===== src/rtl/iic_dsmod_pkg.sv =====
// iic_dsmod_pkg: shared constants for the delta-sigma modulator feeder.
//   DW_DEFAULT   - default sample width
//   FMT_TWOS     - fmt_i code for two's complement input
//   FMT_UNSIGNED - fmt_i code for offset-binary input
//   midscale()   - silence code (1 << (dw-1)) for a given width
package iic_dsmod_pkg;

  localparam int unsigned DW_DEFAULT = 16;

  localparam logic FMT_TWOS     = 1'b0;
  localparam logic FMT_UNSIGNED = 1'b1;

  // Returned 32 bits wide; callers cast down to their own DW.
  function automatic logic [31:0] midscale(input int unsigned dw);
    return 32'(1) << (dw - 1);
  endfunction

endpackage


===== src/rtl/iic_sync_fifo.sv =====
// iic_sync_fifo: single-clock FIFO with occupancy counter.
//   clk_i, rst_i  - clock, synchronous active-high reset
//   wr_data_i     - word to store
//   push_i        - store wr_data_i (caller guarantees !full_o)
//   pop_i         - drop head word (caller guarantees !empty_o)
//   rd_data_o     - head word (decoded from storage and read pointer)
//   level_o       - words stored, 0..DEPTH
//   empty_o       - level_o == 0
//   full_o        - level_o == DEPTH
module iic_sync_fifo
  import iic_dsmod_pkg::*;
#(
  parameter int unsigned DW    = DW_DEFAULT,
  parameter int unsigned DEPTH = 8
) (
  input  logic                       clk_i,
  input  logic                       rst_i,
  input  logic [DW-1:0]              wr_data_i,
  input  logic                       push_i,
  input  logic                       pop_i,
  output logic [DW-1:0]              rd_data_o,
  output logic [$clog2(DEPTH):0]     level_o,
  output logic                       empty_o,
  output logic                       full_o
);

  localparam int unsigned AW = $clog2(DEPTH);
  localparam int unsigned LW = AW + 1;

  logic [DW-1:0] mem_q [DEPTH];
  logic [AW-1:0] wr_ptr_q, wr_ptr_d;
  logic [AW-1:0] rd_ptr_q, rd_ptr_d;
  logic [LW-1:0] level_q,  level_d;

  // Pointer and level next-state; power-of-two depth wraps naturally.
  always_comb begin
    wr_ptr_d = wr_ptr_q;
    rd_ptr_d = rd_ptr_q;
    level_d  = level_q;
    if (push_i) wr_ptr_d = wr_ptr_q + AW'(1);
    if (pop_i)  rd_ptr_d = rd_ptr_q + AW'(1);
    case ({push_i, pop_i})
      2'b10:   level_d = level_q + LW'(1);
      2'b01:   level_d = level_q - LW'(1);
      default: level_d = level_q;
    endcase
  end

  // Control state register.
  always_ff @(posedge clk_i) begin
    if (rst_i) begin
      wr_ptr_q <= '0;
      rd_ptr_q <= '0;
      level_q  <= '0;
    end else begin
      wr_ptr_q <= wr_ptr_d;
      rd_ptr_q <= rd_ptr_d;
      level_q  <= level_d;
    end
  end

  // Storage is not reset; the level counter alone decides what is valid.
  always_ff @(posedge clk_i) begin
    if (push_i && !rst_i) mem_q[wr_ptr_q] <= wr_data_i;
  end

  assign rd_data_o = mem_q[rd_ptr_q];
  assign level_o   = level_q;
  assign empty_o   = (level_q == '0);
  assign full_o    = (level_q == LW'(DEPTH));

endmodule


===== src/rtl/iic_dsmod_feed.sv =====
// iic_dsmod_feed: buffers system-side samples and hands them to the
// delta-sigma modulator as offset-binary, one word per data_rd_i strobe.
//   clk_i, rst_i    - clock, synchronous active-high reset
//   in_data_i/in_valid_i/in_ready_o - system-side push handshake
//   fmt_i           - 0: two's complement input, 1: offset-binary input
//   data_o          - registered sample to modulator
//   data_rd_i       - modulator advance strobe
//   level_o/empty_o/full_o - FIFO occupancy
//   underrun_o      - sticky, set by a strobe while empty
//   underrun_clr_i  - clears underrun_o (a simultaneous underrun wins)
module iic_dsmod_feed
  import iic_dsmod_pkg::*;
#(
  parameter int unsigned DW    = DW_DEFAULT,
  parameter int unsigned DEPTH = 8
) (
  input  logic                   clk_i,
  input  logic                   rst_i,
  input  logic [DW-1:0]          in_data_i,
  input  logic                   in_valid_i,
  output logic                   in_ready_o,
  input  logic                   fmt_i,
  output logic [DW-1:0]          data_o,
  input  logic                   data_rd_i,
  output logic [$clog2(DEPTH):0] level_o,
  output logic                   empty_o,
  output logic                   full_o,
  output logic                   underrun_o,
  input  logic                   underrun_clr_i
);

  localparam logic [DW-1:0] MIDSCALE = DW'(midscale(DW));

  logic          ready;
  logic          push;
  logic          pop;
  logic          fifo_empty;
  logic          fifo_full;
  logic [DW-1:0] head;
  logic [DW-1:0] data_q,     data_d;
  logic          underrun_q, underrun_d;

  // Ready drops combinationally with reset so nothing is offered into a clearing FIFO.
  assign ready = !fifo_full && !rst_i;
  assign push  = in_valid_i && ready;
  assign pop   = data_rd_i && !fifo_empty;

  iic_sync_fifo #(
    .DW    (DW),
    .DEPTH (DEPTH)
  ) u_fifo (
    .clk_i     (clk_i),
    .rst_i     (rst_i),
    .wr_data_i (in_data_i),
    .push_i    (push),
    .pop_i     (pop),
    .rd_data_o (head),
    .level_o   (level_o),
    .empty_o   (fifo_empty),
    .full_o    (fifo_full)
  );

  // Output sample and sticky underrun next-state; an empty strobe yields silence.
  always_comb begin
    data_d     = data_q;
    underrun_d = underrun_q;
    if (underrun_clr_i) underrun_d = 1'b0;
    if (data_rd_i) begin
      if (fifo_empty) begin
        data_d     = MIDSCALE;
        underrun_d = 1'b1;
      end else if (fmt_i == FMT_TWOS) begin
        data_d = head ^ MIDSCALE;
      end else begin
        data_d = head;
      end
    end
  end

  always_ff @(posedge clk_i) begin
    if (rst_i) begin
      data_q     <= MIDSCALE;
      underrun_q <= 1'b0;
    end else begin
      data_q     <= data_d;
      underrun_q <= underrun_d;
    end
  end

  assign in_ready_o = ready;
  assign data_o     = data_q;
  assign empty_o    = fifo_empty;
  assign full_o     = fifo_full;
  assign underrun_o = underrun_q;

endmodule


===== config.mk =====
export PLATFORM = sky130hd
export DESIGN_NAME = iic_dsmod_feed
export DESIGN_NICKNAME = d
export VERILOG_FILES = /design/src/rtl/iic_dsmod_pkg.sv /design/src/rtl/iic_sync_fifo.sv /design/src/rtl/iic_dsmod_feed.sv
export SDC_FILE = /design/constraint.sdc
export NUM_CORES = 1
export LEC_CHECK = 0
export ABC_AREA = 1
export CORE_MARGIN = 2
export CORE_UTILIZATION = 45
export CTS_CLUSTER_SIZE = 20
export DETAILED_ROUTE_END_ITERATION = 8
export GPL_TIMING_DRIVEN = 0
export PLACE_DENSITY = 0.68
export SYNTH_ARGS = -nofsm -noshare
export SYNTH_HDL_FRONTEND = slang
export SYNTH_HIERARCHICAL = 1
export SYNTH_SLANG_ARGS = --single-unit

===== constraint.sdc =====
create_clock -name clk_i -period 6.3 [get_ports clk_i]
set_input_delay 1.575 -clock clk_i [delete_from_list [all_inputs] [get_ports clk_i]]
set_output_delay 1.575 -clock clk_i [all_outputs]
set_load 0.1 [all_outputs]

==> results_dict.tcl, run 1 <==
set metrics [dict create \
    status "finished clean" \
    ctsHoldBuffers 0 \
    min_path_type "flip-flop to flip-flop" \
    synth.net_count 559 \
    vdd_ir_drop_max_uv 192.3 \
    crit_fanout 10 \
    cts_setup_buffers 0 \
    cts_buffer_depth 2 \
    synth_top_family_by_area "simple AND/OR/NAND/NOR gates" \
    layout.nets 630 \
    avgSynthCellArea_um2 11.95 \
    cp-end-kind "primary output" \
    grt_setup_unrepaired "false" \
    htreeDepth 4 \
    die-height_um 122.9 \
    top_usage_layer "met2" \
    io_pins 46 \
    cts_tree "built" \
    grt-ovfl-total 0 \
    cp-start-kind "input pin" \
    ant_nets 0 \
    cts_buffers 17 \
    antenna_found_initial 0 \
    start_util_pct 46.00 \
    grt_usage_pct 20.10 \
    clk_latency_ps 420 \
    syn-instance-count 532 \
    drcViolationCount 0 \
    crit_arrival_ps 3820 \
    post-dp-hpwl_um 9445 \
    tightest_slew_ps 980.4 \
    grt_pass1_wl_um 22050 \
    ys_ff_latch 158 \
    cts-root-buf "clkbuf_16" \
    dr.pass1.iters 6 \
    synth_cell_type_count 30 \
    clock_sinks 158 \
    finalWirelength_um 14190 \
    synth_area_um2 6360 \
    path_class "input pin to primary output" \
    synth.area.mux_share_pct 2.518 \
    area.growth.synth_to_final_pct 21.56 \
    first_iter_violations 384 \
    drive_gt1_share_pct 14.80 \
    dr_total_vias 4235 \
    clock_skew_ps 4.940 \
    synth_xor_area_share_pct 0.4131 \
    fp.coreArea_um2 13830 \
    grt_pass1_vias 4136 \
    slew_violations 0 \
    min_period_ps 5399 \
    diodes 0 \
    wl_per_cell_um 17.84 \
    cts_resized 0 \
    setup_tns_ps 0 \
    die_w_um 122.9 \
    slew_headroom_pct 34.43 \
    required_ps 4720 \
    grt_start_max_net_pins 17 \
    portBuffers 45 \
    report.final.setup_viol 0 \
    finalHoldViolations 0 \
    clkTransAtPathRegs_ps 60 \
    cap_violations 0 \
    post-route-period-util_pct 85.70 \
    max_freq_mhz 185.2 \
    met3_usage_pct 5.530 \
    grt_util_met2_pct 32.67 \
    cellLeakagePower_nw 2.716 \
    synth_adder_area_share_pct 0.9837 \
    total_power_mw 3.574 \
    die-area_um2 15100 \
    p_per_area_nw_per_um2 462.3 \
    gp_congestion 0.8138 \
    row_count 43 \
    synth-simple-area-share_pct 12.26 \
    synth_compound_area_share_pct 9.738 \
    synth_warnings 6 \
    yosysSeqAreaShare_pct 69.88 \
    via_per_inst 5.327 \
    met1_usage_pct 25.73 \
]
## synthesized netlist by cell type (all sizes together)
| library cell | instances | share of area [%] |
|---|---|---|
| or2 | 1 | 0.098 |
| o21ai | 72 | 5.7 |
| a21oi | 25 | 2.5 |
| edfxtp | 128 | 60 |
| mux2i | 16 | 2.5 |
| nor3 | 1 | 0.079 |
| nand2 | 100 | 6.3 |
| o22ai | 16 | 1.6 |
| dfxtp | 30 | 9.4 |
| buf | 21 | 2.7 |
| nand3 | 5 | 0.39 |
| ha | 5 | 0.98 |
| nor3b | 1 | 0.12 |
| inv | 20 | 1.2 |
| xor2 | 1 | 0.14 |
| xnor2 | 2 | 0.28 |
| nor2 | 83 | 5.3 |
| clkbuf | 5 | 0.33 |
## cell families after synthesis
| logic type | count (synthesis) |
|---|---|
| buffers and inverters | 46 |
| XOR/XNOR | 3 |
| AND/OR/NAND/NOR | 191 |
| flip-flops | 158 |
| multiplexers | 16 |
| AO/OA/AOI/OAI | 113 |
| adder cells (fa/ha/maj) | 5 |
## sequential cells by signal, summed over array words and instances, names as in the netlist, named ones only
| signal | flops |
|---|---|
| underrun_o | 1 |
| u_fifo/mem_q | 128 |
| data_o | 16 |
| u_fifo/level_o | 4 |
| u_fifo/wr_ptr_q | 3 |
| u_fifo/rd_ptr_q | 3 |
## final timing paths
path	start	end	slack (ps)	cells past startpoint
max reg2reg	u_fifo/level_o[1]$_SDFFE_PP0P_	u_fifo/mem_q[6][12]$_DFFE_PP_	3700	8
min	data_o[3]$_SDFFE_PP0P_	data_o[3]$_SDFFE_PP0P_	470	2
min reg2reg	data_o[3]$_SDFFE_PP0P_	data_o[3]$_SDFFE_PP0P_	470	2
max	rst_i	in_ready_o	900	5
## power by group
group | internal (mW) | total [mW] | leakage, nW | switching [mW]
clock | 0.613 | 1.00 | 0.266 | 0.386
combinational | 0.392 | 1.34 | 1.05 | 0.947
sequential | 1.19 | 1.23 | 1.40 | 0.0406
total | 2.20 | 3.57 | 2.72 | 1.37
## cell type report
class / instances / area, µm²
clock inverter: 13 / 148.9
sequential: 158 / 4444
timing repair buffer: 52 / 548.0
tap: 180 / 225.2
multi-input combinational: 328 / 1668
buffer: 26 / 190.2
fill: 1098 / 6096
clock buffer: 18 / 429.2
inverter: 20 / 77.57
## critical path: stages
cell and delay (ps):
clkdlybuf4s50_1 520, buf_2 240, buf_2 220, nor2_1 130, clkdlybuf4s50_1 1130
## layout by cell type, fill, tap and decap left out, types with 16 or more instances in the layout
master	instances
a21oi_1	16
clkbuf_16	17
clkdlybuf4s50_1	45
dfxtp_1	30
edfxtp_1	128
inv_1	18
mux2i_1	16
nand2_1	91
nor2_1	70
o21ai_0	52
o21ai_1	20
o22ai_1	16
## per-stage QoR
stage | worst slack, ps | area (µm²) | hold slack, ps | instances | utilization [%]
after CTS | 874.1 | 7731 | 473.1 | 795 | 55.91
after detailed placement | 882.2 | 7153 | 455.9 | 764 | 51.73
after floorplan | 1310 | 6360 | 479.3 | 532 | -
final | 900.9 | 7731 | 470.1 | 795 | 55.91
after global routing | 805.2 | 7731 | 494.6 | 795 | 55.91
after global placement | 884.6 | 7036 | 445.3 | 757 | 50.88
## per-layer routing
metal | vias up | wire length, µm
li1 | 1999 | -
met1 | 2047 | 6024
met2 | 166 | 6861
met3 | 23 | 1033
met4 | 0 | 267
met5 | - | 0
No activity file was read; power rests on OpenSTA's default activity.
==> run 2, diff against run 1 <==
- CORE_ASPECT_RATIO: not set -> 0.6
- CORE_UTILIZATION: 45 -> 55
- CTS_CLUSTER_SIZE: 20 -> not set
- PLACE_DENSITY: 0.68 -> 0.79
==> results_dict.tcl, run 2 (same netlist as run 1, synthesis figures left out) <==
set metrics [dict create \
    status "finished clean" \
    antenna_found_initial 0 \
    grt_pass1_vias 4323 \
    p_switching_mw 1.426 \
    gp_congestion 0.8288 \
    fin_cells 776 \
    report.final.setup_viol 0 \
    grt_start_max_net_pins 17 \
    post-dp-hpwl_um 10050 \
    p_sw_share_pct 38.63 \
    min_path_type "flip-flop to flip-flop" \
    htreeDepth 4 \
    slew_headroom_pct 33.25 \
    row_count 30 \
    slowest_delay_ps 970 \
    layout.nets 630 \
    clock_sinks 158 \
    diodes 0 \
    clk_latency_ps 430 \
    critPathSlowestCell "clkdlybuf4s50_1" \
    drive_gt1_share_pct 15.58 \
    reg2reg_to "u_fifo/mem_q[6][6]$_DFFE_PP_" \
    crit_arrival_ps 3940 \
    cts_setup_buffers 0 \
    cts_buffer_depth 2 \
    first_iter_violations 515 \
    grt-ovfl-total 0 \
    dp.cells 744 \
    ctsHoldBuffers 0 \
    cpLargestDelayFamily "buffers and inverters" \
    wl_per_cell_um 19.71 \
    die_w_um 142.8 \
    cp-end-kind "primary output" \
    setup_tns_ps 0 \
    ant_nets 0 \
    fillerInstances 758 \
    grt_usage_pct 26.25 \
    fp.coreArea_um2 11300 \
    pwr-share-clk_pct 29.6 \
    layout_common_cells "edfxtp_1 (128), nand2_1 (91), nor2_1 (70)" \
    mostFrequentLayoutCell "edfxtp_1" \
    cts_resized 0 \
    cts-root-buf "clkbuf_16" \
    max_freq_mhz 181.4 \
    finalWirelength_um 15300 \
    worst-path-stages 5 \
    grt_pass1_wl_um 23400 \
    reg2reg_depth 8 \
    grt_setup_unrepaired "false" \
    io_pins 46 \
    die-height_um 87.30 \
    dr_total_vias 4351 \
    finalHoldViolations 0 \
    clkTransAtPathRegs_ps 60 \
    crit_end "in_ready_o" \
    tightest_slew_ps 998.2 \
    crit_fanout 10 \
    post-route-period-util_pct 87.50 \
    cap_violations 0 \
    cellLeakagePower_nw 2.772 \
    required_ps 4720 \
    regToRegStartpoint "u_fifo/level_o[0]$_SDFFE_PP0P_" \
    vdd_ir_drop_max_uv 327.0 \
    crit_buf_inv 4 \
    cp-start-kind "input pin" \
    crit_path_cell_trace "clkdlybuf4s50_1, buf_2, buf_2, nor2_1, clkdlybuf4s50_1" \
    top_register "u_fifo/mem_q" \
    slew_violations 0 \
    dr.pass1.iters 5 \
    die-area_um2 12470 \
    r2r_slack_ps 3240 \
    cts_buffers 17 \
    p_per_area_nw_per_um2 474.8 \
    min_period_ps 5513 \
    largest_reg_flops 128 \
    area.growth.synth_to_final_pct 22.23 \
    portBuffers 45 \
    clock_skew_ps 18.51 \
    via_per_inst 5.607 \
    start_util_pct 56.29 \
    path_class "input pin to primary output" \
    comb_power_share_pct 36.9 \
    seq_power_share_pct 33.5 \
    cts_tree "built" \
    whs_ps 470.2 \
    drcViolationCount 0 \
    crit_start "rst_i" \
    p_int_mw 2.265 \
]
[run 2: worst min-delay path by stage]
stage / from / end / slack, ps / cells after the start
after floorplan: u_fifo/rd_ptr_q[2]$_SDFFE_PP0P_ / flip-flop / 480 / 2
after global placement: underrun_o$_SDFF_PP0_ / underrun_o$_SDFF_PP0_ / 450 / 2
after detailed placement: data_o[6]$_SDFFE_PP0P_ / data_o[6]$_SDFFE_PP0P_ / 460 / 2
after CTS: data_o[6]$_SDFFE_PP0P_ / data_o[6]$_SDFFE_PP0P_ / 470 / 2
after global routing: underrun_o$_SDFF_PP0_ / underrun_o$_SDFF_PP0_ / 500 / 2
final: data_o[8]$_SDFFE_PP0P_ / data_o[8]$_SDFFE_PP0P_ / 470 / 2
[run 2: power by group through the flow]
stage	Combinational [mW]	Sequential (mW)	Clock (mW)
after floorplan	0.700	1.54	0
after global placement	1.29	1.25	0
after detailed placement	1.33	1.26	0
after CTS	1.35	1.24	1.10
after global routing	1.45	1.24	1.14
final	1.36	1.24	1.09
[run 2: cell type report]
class	instances	area (µm²)	share of cell area (%)
buffer	26	190.2	2.446
clock inverter	10	117.6	1.513
inverter	20	77.57	0.9979
tap	160	200.2	2.575
clock buffer	22	528.0	6.792
timing repair buffer	52	548.0	7.050
sequential	158	4444	57.17
multi-input combinational	328	1668	21.46
[run 2: layer usage]
metal	vias up	wire (µm)	GRT usage, %
met3	22	1352	7.697
met4	0	244	8.101
met2	214	7037	41.48
met1	2109	6662	35.73
met5	-	0	0
li1	2006	-	-
[run 2: metrics by stage]
step / util (%) / cell area, µm² / power (mW) / setup WS (ps)
floorplan: - / 6360 / 2.240 / 1310
global placement: 62.05 / 7010 / 2.549 / 844.1
detailed placement: 63.09 / 7128 / 2.587 / 825.2
CTS: 68.80 / 7774 / 3.684 / 797.5
global route: 68.80 / 7774 / 3.834 / 713.6
finish: 68.80 / 7774 / 3.691 / 787.3
[run 2: tightest hold or removal path, cell delays in order, from the launching register on]
cell and delay, ps:
dfxtp_1 310, nand2_1 60, a21oi_1 50
==> run 3, diff against run 2 <==
- REMOVE_ABC_BUFFERS: not set -> 1
==> results_dict.tcl, run 3 (same netlist as run 1, synthesis figures left out) <==
set metrics [dict create \
    cp_common_cell "clkdlybuf4s50_1" \
    post-route-period-util_pct 90.02 \
    wl_per_cell_um 17.85 \
    mostFrequentLayoutCell "edfxtp_1" \
    row_count 30 \
    cp-end-kind "primary output" \
    cts_setup_buffers 0 \
    min_to "underrun_o$_SDFF_PP0_" \
    cts_buffers 17 \
    clock_skew_ps 11.18 \
    cts_buffer_depth 2 \
    met2_length_um 6569 \
    diodes 0 \
    fillerInstances 776 \
    cp-start-kind "input pin" \
    clkTransAtPathRegs_ps 60 \
    drive_gt1_share_pct 12.14 \
    reg2reg_to "u_fifo/level_o[2]$_SDFFE_PP0P_" \
    pre_cts_ws_ps 616.8 \
    portBuffers 45 \
    clock_sinks 158 \
    fp.coreArea_um2 11300 \
    first_iter_violations 364 \
    routed.top_layer "met4" \
    clk_latency_ps 420 \
    critPathSlowestCell "clkdlybuf4s50_1" \
    tightest_slew_ps 1269 \
    p_per_area_nw_per_um2 459.1 \
    status "finished clean" \
    die-height_um 87.30 \
    cap_violations 0 \
    start_util_pct 56.29 \
    area.growth.synth_to_final_pct 19.20 \
    total_power_mw 3.481 \
    cts-root-buf "clkbuf_16" \
    crit_arrival_ps 4100 \
    crit_fanout 24 \
    grt-ovfl-total 0 \
    vdd_ir_drop_max_uv 218.2 \
    reg2reg_depth 13 \
    gp_congestion 0.7308 \
    required_ps 4720 \
    via_per_inst 5.515 \
    grt_start_max_net_pins 49 \
    die-area_um2 12470 \
    setup_ws_ps 628.5 \
    die_w_um 142.8 \
    grt_pass1_vias 4001 \
    max_freq_mhz 176.3 \
    layout.nets 607 \
    largest_reg_flops 128 \
    htreeDepth 4 \
    min_path_type "flip-flop to flip-flop" \
    layout_common_cells "edfxtp_1 (128), nand2_1 (91), nor2_1 (70)" \
    met3_length_um 990 \
    top_register "u_fifo/mem_q" \
    ctsHoldBuffers 0 \
    antenna_found_initial 0 \
    slew_headroom_pct 15.11 \
    crit_path_cell_trace "clkdlybuf4s50_1, nor2_1, clkdlybuf4s50_1" \
    r2r_slack_ps 3600 \
    fin_cells 753 \
    io_pins 46 \
    cellLeakagePower_nw 2.639 \
    grt_setup_unrepaired "false" \
    dr_total_vias 4153 \
    cts_tree "built" \
    post-dp-hpwl_um 7828 \
    cts_resized 0 \
    setup_tns_ps 0 \
    slew_violations 0 \
    holdPathStages 2 \
    whs_ps 462.2 \
    dr.pass1.iters 5 \
    finalWirelength_um 13440 \
    min-delay-start "underrun_o$_SDFF_PP0_" \
    drcViolationCount 0 \
    dp.cells 721 \
    regToRegStartpoint "u_fifo/level_o[0]$_SDFFE_PP0P_" \
    finalHoldViolations 0 \
    slowest_delay_ps 1160 \
    path_class "input pin to primary output" \
    ant_nets 0 \
    report.final.setup_viol 0 \
    min_period_ps 5671 \
    grt_usage_pct 22.78 \
    grt_pass1_wl_um 20620 \
    met1_length_um 5638 \
]
[run 3: how the worst max path moves through the flow]
stage                                               from          to  slack [ps]  cells after the start
after floorplan           u_fifo/level_o[3]$_SDFFE_PP0P_  in_ready_o        1310                      3
after global placement                             rst_i  in_ready_o         670                      3
after detailed placement                           rst_i  in_ready_o         620                      3
after CTS                                          rst_i  in_ready_o         630                      3
after global routing                               rst_i  in_ready_o         510                      3
final                                              rst_i  in_ready_o         630                      3
[run 3: area by class of cell]
cell class / count / area (µm²) / share of cell area [%]
tap: 160 / 200.2 / 2.641
multi-input combinational: 328 / 1668 / 22.00
inverter: 20 / 77.57 / 1.023
clock inverter: 5 / 78.83 / 1.040
timing repair buffer: 55 / 595.6 / 7.856
sequential: 158 / 4447 / 58.66
clock buffer: 27 / 514.2 / 6.783
[run 3: report_power, final]
group	internal (mW)	switching [mW]	leakage (nW)
Clock	0.639	0.377	0.291
Combinational	0.338	0.851	0.948
Sequential	1.20	0.0804	1.40
[run 3: through the flow]
stage          util (%)  instance area (µm²)
2_1_floorplan         -                 6170
5_1_grt           67.10                 7581
3_5_place_dp      61.85                 6988
3_3_place_gp      60.37                 6820
4_1_cts           67.10                 7581
6_report          67.10                 7581
[run 3: worst max-delay path: cells and delay by family]
| family | cells | cell delay, ps |
|---|---|---|
| buffers and inverters | 2 | 2220 |
| AND/OR/NAND/NOR | 1 | 290 |
[run 3: layer usage]
layer / vias up / GRT usage (%)
met5: - / 0
met4: 0 / 10.17
met3: 19 / 5.168
met2: 184 / 38.33
met1: 1995 / 28.77
li1: 1955 / -
